**src/rtl/sad_pkg.sv**
```systemverilog
// -----------------------------------------------------------------------------
// sad_pkg
// Shared definitions for the SAD trigger path. The state encodings are
// exported as plain localparams so the SAD register map and the debug readback
// decode the sequencer state with the same values the FSM uses.
// -----------------------------------------------------------------------------
package sad_pkg;

    localparam logic [2:0] SAD_ST_IDLE    = 3'd0;
    localparam logic [2:0] SAD_ST_PRIME   = 3'd1;
    localparam logic [2:0] SAD_ST_LISTEN  = 3'd2;
    localparam logic [2:0] SAD_ST_HOLDOFF = 3'd3;
    localparam logic [2:0] SAD_ST_DONE    = 3'd4;

    typedef enum logic [2:0] {
        ST_IDLE    = SAD_ST_IDLE,
        ST_PRIME   = SAD_ST_PRIME,
        ST_LISTEN  = SAD_ST_LISTEN,
        ST_HOLDOFF = SAD_ST_HOLDOFF,
        ST_DONE    = SAD_ST_DONE
    } sad_state_t;

endpackage

```
**src/rtl/sad_down_counter.sv**
```systemverilog
// -----------------------------------------------------------------------------
// sad_down_counter
// Loadable down-counter with a "last" flag that is high while the count is 1,
// so the owner can leave a timed state exactly on the final counted cycle.
//
// Ports
//   clk_adc     in   clock, rising edge
//   reset_n     in   asynchronous active-low reset (count clears to 0)
//   load        in   load load_value on the next edge (has priority over dec)
//   load_value  in   value to load
//   dec         in   decrement by one; holds at 0
//   last        out  count == 1
// -----------------------------------------------------------------------------
module sad_down_counter #(
    parameter int pWIDTH = 8
) (
    input  logic              clk_adc,
    input  logic              reset_n,
    input  logic              load,
    input  logic [pWIDTH-1:0] load_value,
    input  logic              dec,
    output logic              last
);

    localparam logic [pWIDTH-1:0] ONE = pWIDTH'(1);

    logic [pWIDTH-1:0] count;

    // Load wins over decrement; the counter parks at zero rather than wrapping
    // so a stray dec after expiry cannot re-arm the last flag.
    always_ff @(posedge clk_adc or negedge reset_n) begin
        if (!reset_n) begin
            count <= '0;
        end else if (load) begin
            count <= load_value;
        end else if (dec && (count != '0)) begin
            count <= count - ONE;
        end
    end

    assign last = (count == ONE);

endmodule

```
**src/rtl/sad_trigger_sequencer.sv**
```systemverilog
// -----------------------------------------------------------------------------
// sad_trigger_sequencer
// Sits between the SAD match comparator and the capture trigger in the clk_adc
// domain. After arming it flushes the SAD window and waits pREF_SAMPLES cycles
// for the window to refill, then turns raw matches into registered one-cycle
// trigger pulses, suppresses matches for cfg_holdoff cycles after each trigger,
// and parks in DONE once cfg_num_triggers triggers have been issued.
//
// Ports
//   clk_adc           in   ADC sample clock
//   reset_n           in   asynchronous active-low reset
//   cfg_enable        in   sequencer enable (quasi-static)
//   cfg_holdoff       in   post-trigger suppression length in cycles
//   cfg_num_triggers  in   triggers per arm, 0 = unlimited
//   armed_and_ready   in   capture armed
//   sad_match         in   raw per-sample SAD match
//   sad_flush         out  one-cycle pulse on entry to PRIME
//   trigger           out  one-cycle trigger pulse (flop output)
//   busy              out  high in PRIME, LISTEN, HOLDOFF
//   done              out  high in DONE
//   trig_count        out  triggers issued since last arm
//   missed_count      out  matches suppressed in HOLDOFF since arm, saturating
// -----------------------------------------------------------------------------
module sad_trigger_sequencer
    import sad_pkg::*;
#(
    parameter int pREF_SAMPLES   = 32,
    parameter int pHOLDOFF_WIDTH = 16,
    parameter int pNTRIG_WIDTH   = 8
) (
    input  logic                      clk_adc,
    input  logic                      reset_n,
    input  logic                      cfg_enable,
    input  logic [pHOLDOFF_WIDTH-1:0] cfg_holdoff,
    input  logic [pNTRIG_WIDTH-1:0]   cfg_num_triggers,
    input  logic                      armed_and_ready,
    input  logic                      sad_match,
    output logic                      sad_flush,
    output logic                      trigger,
    output logic                      busy,
    output logic                      done,
    output logic [pNTRIG_WIDTH-1:0]   trig_count,
    output logic [pNTRIG_WIDTH-1:0]   missed_count
);

    localparam int                      REF_WIDTH = $clog2(pREF_SAMPLES + 1);
    localparam logic [REF_WIDTH-1:0]    REF_LOAD  = REF_WIDTH'(pREF_SAMPLES);
    localparam logic [pNTRIG_WIDTH-1:0] NTRIG_ONE = pNTRIG_WIDTH'(1);

    sad_state_t              state;
    sad_state_t              state_next;
    logic                    go;
    logic                    trig_fire;
    logic                    flush_fire;
    logic                    miss_fire;
    logic                    prime_load;
    logic                    prime_dec;
    logic                    prime_last;
    logic                    hold_load;
    logic                    hold_dec;
    logic                    hold_last;
    logic [pNTRIG_WIDTH-1:0] trig_count_inc;

    assign go = cfg_enable & armed_and_ready;

    sad_down_counter #(
        .pWIDTH (REF_WIDTH)
    ) u_prime_counter (
        .clk_adc    (clk_adc),
        .reset_n    (reset_n),
        .load       (prime_load),
        .load_value (REF_LOAD),
        .dec        (prime_dec),
        .last       (prime_last)
    );

    sad_down_counter #(
        .pWIDTH (pHOLDOFF_WIDTH)
    ) u_holdoff_counter (
        .clk_adc    (clk_adc),
        .reset_n    (reset_n),
        .load       (hold_load),
        .load_value (cfg_holdoff),
        .dec        (hold_dec),
        .last       (hold_last)
    );

    // Value trig_count takes if this cycle triggers. Unlimited mode wraps; a
    // limited run saturates so a count limit lowered mid-run cannot roll over.
    always_comb begin
        trig_count_inc = trig_count + NTRIG_ONE;
        if ((cfg_num_triggers != '0) && (trig_count == '1)) begin
            trig_count_inc = trig_count;
        end
    end

    // State register.
    always_ff @(posedge clk_adc or negedge reset_n) begin
        if (!reset_n) begin
            state <= ST_IDLE;
        end else begin
            state <= state_next;
        end
    end

    // Next-state and per-cycle strobes. Losing go sends every state to IDLE
    // and masks all strobes, so an abort beats a simultaneous match and leaves
    // both counters untouched. The holdoff length and count limit are read
    // only at the moment of a trigger, which is when a config change lands.
    always_comb begin
        state_next = state;
        trig_fire  = 1'b0;
        flush_fire = 1'b0;
        miss_fire  = 1'b0;
        prime_load = 1'b0;
        prime_dec  = 1'b0;
        hold_load  = 1'b0;
        hold_dec   = 1'b0;
        if (!go) begin
            state_next = ST_IDLE;
        end else begin
            case (state)
                ST_IDLE: begin
                    state_next = ST_PRIME;
                    flush_fire = 1'b1;
                    prime_load = 1'b1;
                end
                ST_PRIME: begin
                    prime_dec = 1'b1;
                    if (prime_last) begin
                        state_next = ST_LISTEN;
                    end
                end
                ST_LISTEN: begin
                    if (sad_match) begin
                        trig_fire = 1'b1;
                        if ((cfg_num_triggers != '0) && (trig_count_inc == cfg_num_triggers)) begin
                            state_next = ST_DONE;
                        end else if (cfg_holdoff != '0) begin
                            state_next = ST_HOLDOFF;
                            hold_load  = 1'b1;
                        end
                    end
                end
                ST_HOLDOFF: begin
                    hold_dec  = 1'b1;
                    miss_fire = sad_match;
                    if (hold_last) begin
                        state_next = ST_LISTEN;
                    end
                end
                ST_DONE: begin
                    state_next = ST_DONE;
                end
                default: begin
                    state_next = ST_IDLE;
                end
            endcase
        end
    end

    // Trigger and flush are registered so they can never glitch, and so the
    // trigger lands exactly one clock after the accepted match.
    always_ff @(posedge clk_adc or negedge reset_n) begin
        if (!reset_n) begin
            trigger   <= 1'b0;
            sad_flush <= 1'b0;
        end else begin
            trigger   <= trig_fire;
            sad_flush <= flush_fire;
        end
    end

    // Per-arm statistics: cleared on the arming edge, otherwise stepped by the
    // strobes above. missed_count sticks at all-ones.
    always_ff @(posedge clk_adc or negedge reset_n) begin
        if (!reset_n) begin
            trig_count   <= '0;
            missed_count <= '0;
        end else if (flush_fire) begin
            trig_count   <= '0;
            missed_count <= '0;
        end else begin
            if (trig_fire) begin
                trig_count <= trig_count_inc;
            end
            if (miss_fire && (missed_count != '1)) begin
                missed_count <= missed_count + NTRIG_ONE;
            end
        end
    end

    assign busy = (state == ST_PRIME) || (state == ST_LISTEN) || (state == ST_HOLDOFF);
    assign done = (state == ST_DONE);

endmodule
```
**config.mk**
```make
export PLATFORM = sky130hd
export DESIGN_NAME = sad_trigger_sequencer
export DESIGN_NICKNAME = d
export VERILOG_FILES = /design/src/rtl/sad_pkg.sv /design/src/rtl/sad_down_counter.sv /design/src/rtl/sad_trigger_sequencer.sv
export SDC_FILE = /design/constraint.sdc
export NUM_CORES = 1
export LEC_CHECK = 0
export CELL_PAD_IN_SITES_DETAIL_PLACEMENT = 1
export CELL_PAD_IN_SITES_GLOBAL_PLACEMENT = 2
export CORE_UTILIZATION = 29
export DETAILED_ROUTE_END_ITERATION = 10
export GPL_ROUTABILITY_DRIVEN = 0
export PLACE_DENSITY = 0.83
export SYNTH_ARGS = -nofsm -noshare
export SYNTH_HDL_FRONTEND = slang
export SYNTH_SLANG_ARGS = --single-unit
```
**constraint.sdc**
```tcl
create_clock -name clk_adc -period 3 [get_ports clk_adc]
set_clock_uncertainty 0.15 [all_clocks]
set_input_delay 0.6 -clock clk_adc [delete_from_list [all_inputs] [get_ports clk_adc]]
set_output_delay 0.6 -clock clk_adc [all_outputs]
set_load 0.05 [all_outputs]
```
==> run summary, run 1 <==
Status: complete, no violations
Crit share post-route: 97.8%
CTS buffer count: 5
DR vias/cell: 5.32
Total design power: 1.84 mW
Kind of critical path: reg -> reg
Seq/Total Area, Yosys: 37.5%
Simple-gate area share of the yosys netlist: 25.0%
Synth Flop Type: dfrtp_1
Int Pwr: 1.16 mW
Final max-slew violation count: 0
Commonest non-fill, non-tap cells in the layout: 51 x buf_4, 41 x dfrtp_1, 39 x clkdlybuf4s50_1
Yosys reg bits: 43
Cell Area, Synth: 2870 um2
Final instance area: 4060 um2
Chip width: 102 um
Synth Area in Compound Gates: 18.3%
Total track usage: 18.3%
Die H: 102 um
Clk pwr share: 20.1%
Layout net count: 451
Combinational power share: 34.8%
WL/cell: 17.1 um
Grt ovf: 0
Multi-input logic area: 1750 um2
Synth Area in Adders: 3.05%
Switching pwr: 676 uW
Largest net degree at the start of global routing: 27
Max-cap violations: 0
Commonest non-fill, non-tap cell in the layout: buf_4
Critical path's top delay family: compound AO/OA/AOI/OAI gates
Final Hold Vio Count: 0
Period minus WS final: 2930 ps
Type of the tightest min-delay check: in -> async
CTS Sinks: 43
Initial antenna violation count: 0
Slew headroom: 65.5%
Worst ir drop on vdd: 0.213 mV
Util after Layout: 43.2%
Antenna cells: 0
Startpoint Class: flop
Crit end category: flop
Fmax: 0.341 GHz
Rows: 35
Final setup vio count: 0
Synthesis Warnings: 0
Post-Syn Instances: 316
Unique masters post-synth: 57
CP max FO: 5
Worst-Skew Late Latency: 290 ps
Core ar.: 9420 um2
I/O Pins: 49
Vias in the first global route: 3003
Crit path cell chain: ha_2, and3_2, a31o_2, a221o_1, a22o_1, o31ai_4, clkbuf_16, mux2_2
WL final: 9.30 mm
EDFF count, synth: 0
CTS tree: built
Clk slew on worst S/H paths: 80 ps
Sw frac: 36.7%
Layout cells sized above 1: 21.9%
Seq. cell area: 1080 um2
PwrDens: 453 nW/um2
Leakage: 1.71 nW
Fill count: 1106
Worst Path Buf+Inv: 1
First-pass GRT wire length: 14.8 mm
Hold Slack: 86.8 ps
Post-Synth XOR/XNOR Area: 7.32%
DR pass1 iterations: 4
# DRC: 0
CP max-delay cell: dfrtp_2
Worst slew pin tran: 516 ps
Initial Util: 30.5%
Largest family of logic cells by synthesized area: simple AND/OR/NAND/NOR gates
DRT iter0 DRCs: 105
Root Buffer: clkbuf_8
Area growth syn-to-layout: 41.5%
Post-DP HPWL: 7.05 mm
Via Count: 2897
H-tree depth: 2
Worst Path Required: 3030 ps
Post-synthesis async set-or-reset flop share: 100%
Slowest Stage Delay on Critical Path: 410 ps
Port buffer count: 48
RSZ-0062 raised after global routing: false
Synthesized area per cell: 9.09 um2
Post-route ant nets: 0
CP arrival: 2970 ps
Post-Syn Nets: 352
Max Buffers Root-to-Sink: 2
DP Area: 3860 um2
Seq pwr share: 45.1%
Multiplexer share of the synthesized area: 5.23%
Die area: 10300 um2
## path summary, 6_finish.rpt
check                                    startpoint                           to  slack [ps]  cells after the start
max reg2reg                           trig_count[0]  u_holdoff_counter.count[13]          70                      8
max in group asynchronous                   reset_n              missed_count[0]        1890                      2
max                                   trig_count[0]  u_holdoff_counter.count[13]          70                      8
min reg2reg                u_prime_counter.count[5]     u_prime_counter.count[5]         390                      2
min in group clk_adc       u_prime_counter.count[5]     u_prime_counter.count[5]         390                      2
min                                         reset_n   u_holdoff_counter.count[9]          90                      1
## logic make-up after synthesis
| group | Yosys count |
|---|---|
| AND/OR/NAND/NOR | 133 |
| AO/OA/AOI/OAI | 69 |
| flip-flops | 43 |
| buffers and inverters | 26 |
| XOR/XNOR | 24 |
| multiplexers | 14 |
| adder cells (fa/ha/maj) | 7 |
## what timing repair did
item	CTS	global route
pin swaps	0	5
setup endpoints to repair	8	16
cloned	0	1
resized for setup	2	22
hold buffers	0	0
buffers inserted	0	2
## synthesized netlist by cell type, types with 2 or more instances
cell	count	area, um2
nor3_1	13	65.1
and4_1	5	43.8
or2_2	2	12.5
or3_1	7	43.8
inv_1	15	56.3
clkinv_1	2	7.51
o21ai_0	10	50.1
a32o_1	2	20.0
nor2_1	29	109
or4_1	3	22.5
o211ai_1	8	60.1
o311ai_0	5	43.8
buf_2	2	10.0
mux2i_1	6	60.1
dfrtp_1	43	1080
mux2_2	8	90.1
a31o_2	2	17.5
nand3b_1	2	15.0
nand4_1	10	62.6
a311oi_1	4	35.0
nand2_1	16	60.1
xor2_1	10	87.6
a211oi_1	5	37.5
xnor2_1	14	123
o221ai_1	3	26.3
a21oi_1	12	60.1
nand3_1	17	85.1
and2_1	5	31.3
nor4b_1	2	17.5
and3_1	6	37.5
a31oi_1	2	12.5
ha_1	7	87.6
clkbuf_1	4	15.0
o211a_1	2	20.0
nor4_1	10	62.6
a41oi_1	2	17.5
## state kept, by name, summed over array words and instances (netlist names)
signal / count
u_holdoff_counter.count: 16
state: 3
trigger: 1
trig_count: 8
u_prime_counter.count: 6
missed_count: 8
sad_flush: 1
## metrics by stage
step                      setup slack, ps  std cells  setup TNS, ps
after floorplan                     0.113        316              0
after global placement               -259        534          -3680
after detailed placement             -374        534          -5120
after CTS                            37.8        542              0
after global routing                 4.49        545              0
final                                65.3        545              0
## routing by layer
metal / track usage [%] / vias to the layer above / wire [um]
li1: - / 1397 / -
met3: 3.73 / 7 / 392
met5: 0 / - / 0
met2: 30.7 / 55 / 4470
met1: 24.3 / 1438 / 4380
met4: 4.12 / 0 / 60
## power by group through the flow
stage / clock network [mW] / registers [mW] / logic, mW
final: 0.369 / 0.830 / 0.640
after detailed placement: 0 / 0.839 / 0.638
after global routing: 0.400 / 0.852 / 0.717
after global placement: 0 / 0.832 / 0.607
after floorplan: 0 / 0.813 / 0.388
after CTS: 0.382 / 0.829 / 0.643
## cell type report
| type | count | area share (%) |
|---|---|---|
| repair buffers | 101 | 22.7 |
| clock inverters | 2 | 0.308 |
| multi-input cells | 247 | 43.1 |
| inverters | 17 | 1.57 |
| well taps | 129 | 3.97 |
| flip-flops and latches | 43 | 26.5 |
| clock buffers | 6 | 1.79 |
(Power assumes the default switching activity.)
==> run 2, diff against run 1 <==
Settings changed: CORE_ASPECT_RATIO set to 1.25.
==> run 2 against run 1 <==
Compared with the run above:
- routed wire length increased by 1.1%
- hold slack gained 68 ps
- register-to-register slack improved by 40 ps
- first-iteration DRC count down 1.9%
- combinational power is 0.6% higher
- largest power group unchanged
- via count grew 0.72%
- sequential power about the same
- largest cell class unchanged
- maximum frequency grew 1.3%
==> run summary, run 2 (same netlist as run 1, synthesis figures left out) <==
Slew headroom: 61.2% (-4.3 points)
CP max FO: 6 (+1)
CTS buffer count: 5 (unchanged)
RSZ-0062 raised after global routing: false
Total Neg Setup Slack: 0 ps (unchanged)
Final instance area: 4130 um2 (+1.6%)
Crit share post-route: 96.6% (-1.2 points)
Total design power: 2.05 mW (+12%)
Hold_buf cts: 0 (unchanged)
Worst-Skew Late Latency: 290 ps (about the same)
Via Count: 2918 (+0.72%)
Reg2Reg Depth: 9 (+1)
CP max-delay cell: dfrtp_2
Top routing layer used: met4
Leakage: 1.75 nW (+2.4%)
CP arrival: 2920 ps (-50 ps)
Met2 wire len: 4.84 mm (+8.2%)
Switching pwr: 738 uW (+9.2%)
Fill count: 1137 (+2.8%)
Crit path cell chain: ha_1, and3_1, a31o_2, a221o_1, a22o_2, o31ai_4, buf_12, clkbuf_4, mux2_2
Final setup vio count: 0 (unchanged)
Util after Layout: 43.0% (-0.21 points)
CTS tree: built
Post-DP HPWL: 7.19 mm (+1.9%)
WL final: 9.40 mm (+1.1%)
PwrDens: 498 nW/um2 (+10%)
Largest reg by FF count: u_holdoff_counter.count
WL/cell: 17.2 um (+1.1%)
Final Hold Vio Count: 0 (unchanged)
Fmax: 0.345 GHz (+1.3%)
Commonest non-fill, non-tap cell in the layout: buf_4
Vias in the first global route: 3201 (+6.6%)
Root Buffer: clkbuf_16
First-pass GRT wire length: 15.8 mm (+6.9%)
Worst slew pin tran: 582 ps (+66.0 ps)
Crit end category: flop
Int Pwr: 1.32 mW (+13%)
Max Buffers Root-to-Sink: 2 (unchanged)
Initial antenna violation count: 0 (unchanged)
Area growth syn-to-layout: 43.7%
Chip width: 91 um (-10%)
Largest net degree at the start of global routing: 24 (-11%)
Die area: 10300 um2 (about the same)
Sw frac: 35.9% (-0.81 points)
Max reg flops: 16 (unchanged)
Commonest non-fill, non-tap cells in the layout: 54 x buf_4, 41 x dfrtp_1, 39 x clkdlybuf4s50_1
Period minus WS final: 2900 ps (-37.0 ps)
Layout net count: 454 (+0.67%)
Initial Util: 29.9% (-0.62 points)
Layout cells sized above 1: 22.7% (+0.80 points)
DRT met1 WL: 4.06 mm (-7.2%)
Met3 WL: 265 um (-32%)
Seq pwr share: 40.3% (-4.8 points)
Critical R2R Launch: trig_count[0]
FF-to-FF End: u_holdoff_counter.count[2]
Clk slew on worst S/H paths: 70 ps (about the same)
Worst Path Required: 3030 ps (about the same)
Slowest Stage Delay on Critical Path: 400 ps (about the same)
Reg-to-reg setup timing slack: 100 ps (+40 ps)
Status: complete, no violations
Kind of critical path: reg -> reg
# DRC: 0 (unchanged)
Max-cap violations: 0 (unchanged)
Rows: 40 (+14%)
I/O Pins: 49 (unchanged)
Clk pwr share: 28.4% (+8.3 points)
Die H: 113 um (+12%)
DR pass1 iterations: 4 (unchanged)
Total track usage: 19.2% (+0.86 points)
Type of the tightest min-delay check: in -> async
Final max-slew violation count: 0 (unchanged)
DP Area: 3870 um2 (+0.29%)
CTS Sinks: 43 (unchanged)
DRT iter0 DRCs: 103 (-1.9%)
Startpoint Class: flop
Post-route ant nets: 0 (unchanged)
H-tree depth: 2 (unchanged)
Core ar.: 9610 um2 (+2.1%)
Grt ovf: 0 (unchanged)
Port buffer count: 48 (unchanged)
Largest regs: u_holdoff_counter.count (16), missed_count (8), trig_count (8)
Worst ir drop on vdd: 0.236 mV (+11%)
DR vias/cell: 5.35 (+0.72%)
Combinational power share: 31.3% (-3.5 points)
Antenna cells: 0 (unchanged)
==> run 2: changes by cell type in the layout (fill, tap and decap cells not counted), moves of 2 or more <==
cell,previous run,this run
buf_4,51,54
clkbuf_16,1,5
clkbuf_8,5,0
inv_6,0,3
o311ai_0,4,2
o311ai_1,1,3
==> run 2: worst max-delay path by stage <==
stage	start	slack, ps	endpoint
after global placement	cfg_num_triggers[0]	-410	u_holdoff_counter.count[12]
after detailed placement	cfg_num_triggers[0]	-490	u_holdoff_counter.count[12]
final	trig_count[0]	100	u_holdoff_counter.count[2]
after global routing	trig_count[0]	30	u_holdoff_counter.count[10]
after CTS	cfg_num_triggers[1]	7	u_holdoff_counter.count[13]
after floorplan	trig_count[0]	0.1	u_holdoff_counter.count[0]
==> run 2: area by class of cell <==
class / instances / area (um2) / area share [%]
timing repair buffer: 104 / 928 / 22.5
tap: 126 / 158 / 3.82
multi-input combinational: 247 / 1750 / 42.3
clock inverter: 3 / 26.3 / 0.637
clock buffer: 5 / 125 / 3.03
sequential: 43 / 1080 / 26.1
inverter: 17 / 63.8 / 1.55
==> run 2: per-stage QoR <==
stage	setup slack, ps	hold WS (ps)	std cells
after CTS	6.81	171	541
final	102	155	545
after detailed placement	-486	365	533
after global placement	-408	361	533
after floorplan	0.113	154	316
after global routing	25.3	190	545
==> run 2: repair_timing <==
action,CTS,global route
pin swaps,2,8
gates resized for setup,6,20
setup endpoints to repair,11,13
setup buffers,0,4
==> run 2: critical path: cells and delay by family (launching register included) <==
family          cells  cell delay (ps)
fa+ha+maj           1              200
flops               1              400
compound gates      4             1130
buf+inv             2              290
simple gates        1              270
mux                 1              330
==> run 2: power by group through the flow <==
| stage | Clock (mW) | Combinational (mW) | Sequential [mW] |
|---|---|---|---|
| after floorplan | 0 | 0.388 | 0.813 |
| after global placement | 0 | 0.614 | 0.829 |
| after detailed placement | 0 | 0.641 | 0.835 |
| after CTS | 0.594 | 0.648 | 0.826 |
| after global routing | 0.623 | 0.729 | 0.850 |
| final | 0.583 | 0.644 | 0.828 |
==> run 2: layer usage <==
metal	global-route usage [%]	vias to the layer above
met4	6.77	0
met2	34.9	53
met5	0	-
met1	22.8	1442
li1	-	1405
met3	2.96	18
==> run 3, diff against run 2 <==
==> constraint.sdc (replaced) <==
create_clock -name clk_adc -period 3 [get_ports clk_adc]
set_clock_uncertainty 0.15 [all_clocks]
set_input_delay 0.75 -clock clk_adc [delete_from_list [all_inputs] [get_ports clk_adc]]
set_output_delay 0.75 -clock clk_adc [all_outputs]
set_load 0.05 [all_outputs]
==> run 3 against run 2 <==
Compared with the run above:
- utilization is 0.36 points higher
- routed wire length increased by 4.5%
- setup slack got worse by 56 ps
- power down 0.74%
- sequential power hardly changed
- register-to-register slack barely moved
- critical path type is now in -> reg
- critical endpoint is now u_holdoff_counter.count[13]
- largest cell class unchanged
==> run summary, run 3 (same netlist as run 1, synthesis figures left out) <==
Kind of critical path: in -> reg
WL final: 9.82 mm (+4.5%)
Switching pwr: 729 uW (-1.2%)
Worst-Skew Late Latency: 290 ps (about the same)
WL/cell: 17.8 um (+3.4%)
DR vias/cell: 5.30 (-0.99%)
Max Buffers Root-to-Sink: 2 (unchanged)
Total Neg Setup Slack: 0 ps (unchanged)
Clk slew on worst S/H paths: 60 ps (about the same)
Startpoint Class: input port
Largest reg by FF count: u_holdoff_counter.count
Crit path cell chain: dlygate4sd2_1, or4_4, o21ai_2, a32o_2, o211ai_4, o31ai_4, buf_6, buf_12, mux2_2
Largest net degree at the start of global routing: 23 (-4.2%)
Post-route ant nets: 0 (unchanged)
Crit end category: flop
Port buffer count: 48 (unchanged)
Util after Layout: 43.3% (+0.36 points)
CP max FO: 5 (-1)
CTS tree: built
CP arrival: 2980 ps (+60 ps)
I/O Pins: 49 (unchanged)
Via Count: 2921 (+0.10%)
Antenna cells: 0 (unchanged)
Max reg flops: 16 (unchanged)
Total track usage: 20.3% (+1.1 points)
Worst ir drop on vdd: 0.208 mV (-12%)
CP max-delay cell: or4_4
Final Hold Vio Count: 0 (unchanged)
Chip width: 91 um (unchanged)
Commonest non-fill, non-tap cells in the layout: 59 x buf_4, 41 x dfrtp_1, 39 x clkdlybuf4s50_1
Slowest Stage Delay on Critical Path: 570 ps (+170 ps)
Hold_buf cts: 0 (unchanged)
Layout net count: 460 (+1.3%)
Die H: 113 um (unchanged)
Vias in the first global route: 3240 (+1.2%)
Die area: 10300 um2 (unchanged)
First-pass GRT wire length: 16.4 mm (+4.1%)
Initial Util: 29.9% (unchanged)
Fill count: 1152 (+1.3%)
Worst Path Required: 3020 ps (about the same)
# DRC: 0 (unchanged)
Worst slew pin tran: 587 ps (+4.97 ps)
Initial antenna violation count: 0 (unchanged)
Layout cells sized above 1: 24.7% (+2.0 points)
Root Buffer: clkbuf_16
Slew headroom: 60.9% (-0.33 points)
Largest regs: u_holdoff_counter.count (16), missed_count (8), trig_count (8)
Post-DP HPWL: 7.32 mm (+1.9%)
Type of the tightest min-delay check: in -> async
Area growth syn-to-layout: 45.0%
Clk pwr share: 27.7% (-0.7 points)
Crit share post-route: 98.5% (+1.9 points)
CTS buffer count: 5 (unchanged)
Sw frac: 35.8% (-0.15 points)
DR pass1 iterations: 4 (unchanged)
Final max-slew violation count: 0 (unchanged)
DRT iter0 DRCs: 100 (-2.9%)
Combinational power share: 31.6% (+0.3 points)
Int Pwr: 1.31 mW (-0.50%)
Core ar.: 9610 um2 (unchanged)
CTS Sinks: 43 (unchanged)
Commonest non-fill, non-tap cell in the layout: buf_4
Fmax: 0.339 GHz (-1.9%)
Grt ovf: 0 (unchanged)
Seq pwr share: 40.7% (+0.4 points)
Period minus WS final: 2950 ps (+56.3 ps)
Rows: 40 (unchanged)
Final setup vio count: 0 (unchanged)
Leakage: 1.72 nW (-2.0%)
H-tree depth: 2 (unchanged)
Status: complete, no violations
Max-cap violations: 0 (unchanged)
PwrDens: 490 nW/um2 (-1.6%)
==> run 3: stage by stage <==
stage	hold WS [ps]	instance area, um2	cells	total power, mW	worst slack (ps)
after global placement	358	3890	536	1.44	-542
after floorplan	304	2870	316	1.20	0.113
after CTS	323	4140	548	2.05	43.1
after detailed placement	368	3890	536	1.48	-603
after global routing	345	4160	551	2.18	-27.2
final	305	4160	551	2.04	46.1
==> run 3: power by group through the flow <==
stage          logic [mW]  registers (mW)  clock network [mW]
3_5_place_dp        0.639           0.837                   0
6_report            0.645           0.830               0.564
5_1_grt             0.724           0.851               0.606
2_1_floorplan       0.388           0.813                   0
4_1_cts             0.648           0.828               0.578
3_3_place_gp        0.611           0.829                   0
==> run 3: worst paths after layout <==
check,depth (start not counted),from,to,slack (ps)
min,1,reset_n,u_holdoff_counter.count[8],300
max,9,cfg_num_triggers[6],u_holdoff_counter.count[13],50
max reg2reg,9,trig_count[0],u_holdoff_counter.count[13],110
min in group clk_adc,2,u_prime_counter.count[5],u_prime_counter.count[5],380
min reg2reg,2,u_prime_counter.count[5],u_prime_counter.count[5],380
max in group asynchronous,2,reset_n,state[0],1790
==> run 3: critical path: cells and delay by family <==
| family | cells | cell delay [ps] |
|---|---|---|
| muxes | 1 | 330 |
| and+or+nand+nor | 1 | 570 |
| AOI/OAI and AO/OA | 4 | 760 |
| buffers and inverters | 3 | 550 |
==> run 3: repair_timing <==
action                     4_1_cts  5_1_grt
resized for setup               23       13
pin swaps                        5        8
gates cloned                     1        0
setup buffers                    3        3
setup endpoints to repair       18        9
==> run 3: metal layers <==
metal / vias to the layer above / part of all wire [%] / global-route usage [%]
met5: - / 0 / 0
met4: 0 / 1.7 / 5.71
met3: 16 / 2.8 / 2.82
met2: 47 / 53 / 39.3
met1: 1439 / 42 / 22.9
li1: 1419 / - / -
==> run 3: layout make-up <==
cell class / count / area, um2 / area share, %
Tap cell: 126 / 158 / 3.79
Clock buffer: 5 / 125 / 3.01
Inverter: 17 / 63.8 / 1.53
Multi-Input combinational cell: 247 / 1760 / 42.2
Sequential cell: 43 / 1080 / 25.9
Clock inverter: 3 / 25.0 / 0.601
Timing Repair Buffer: 110 / 955 / 22.9
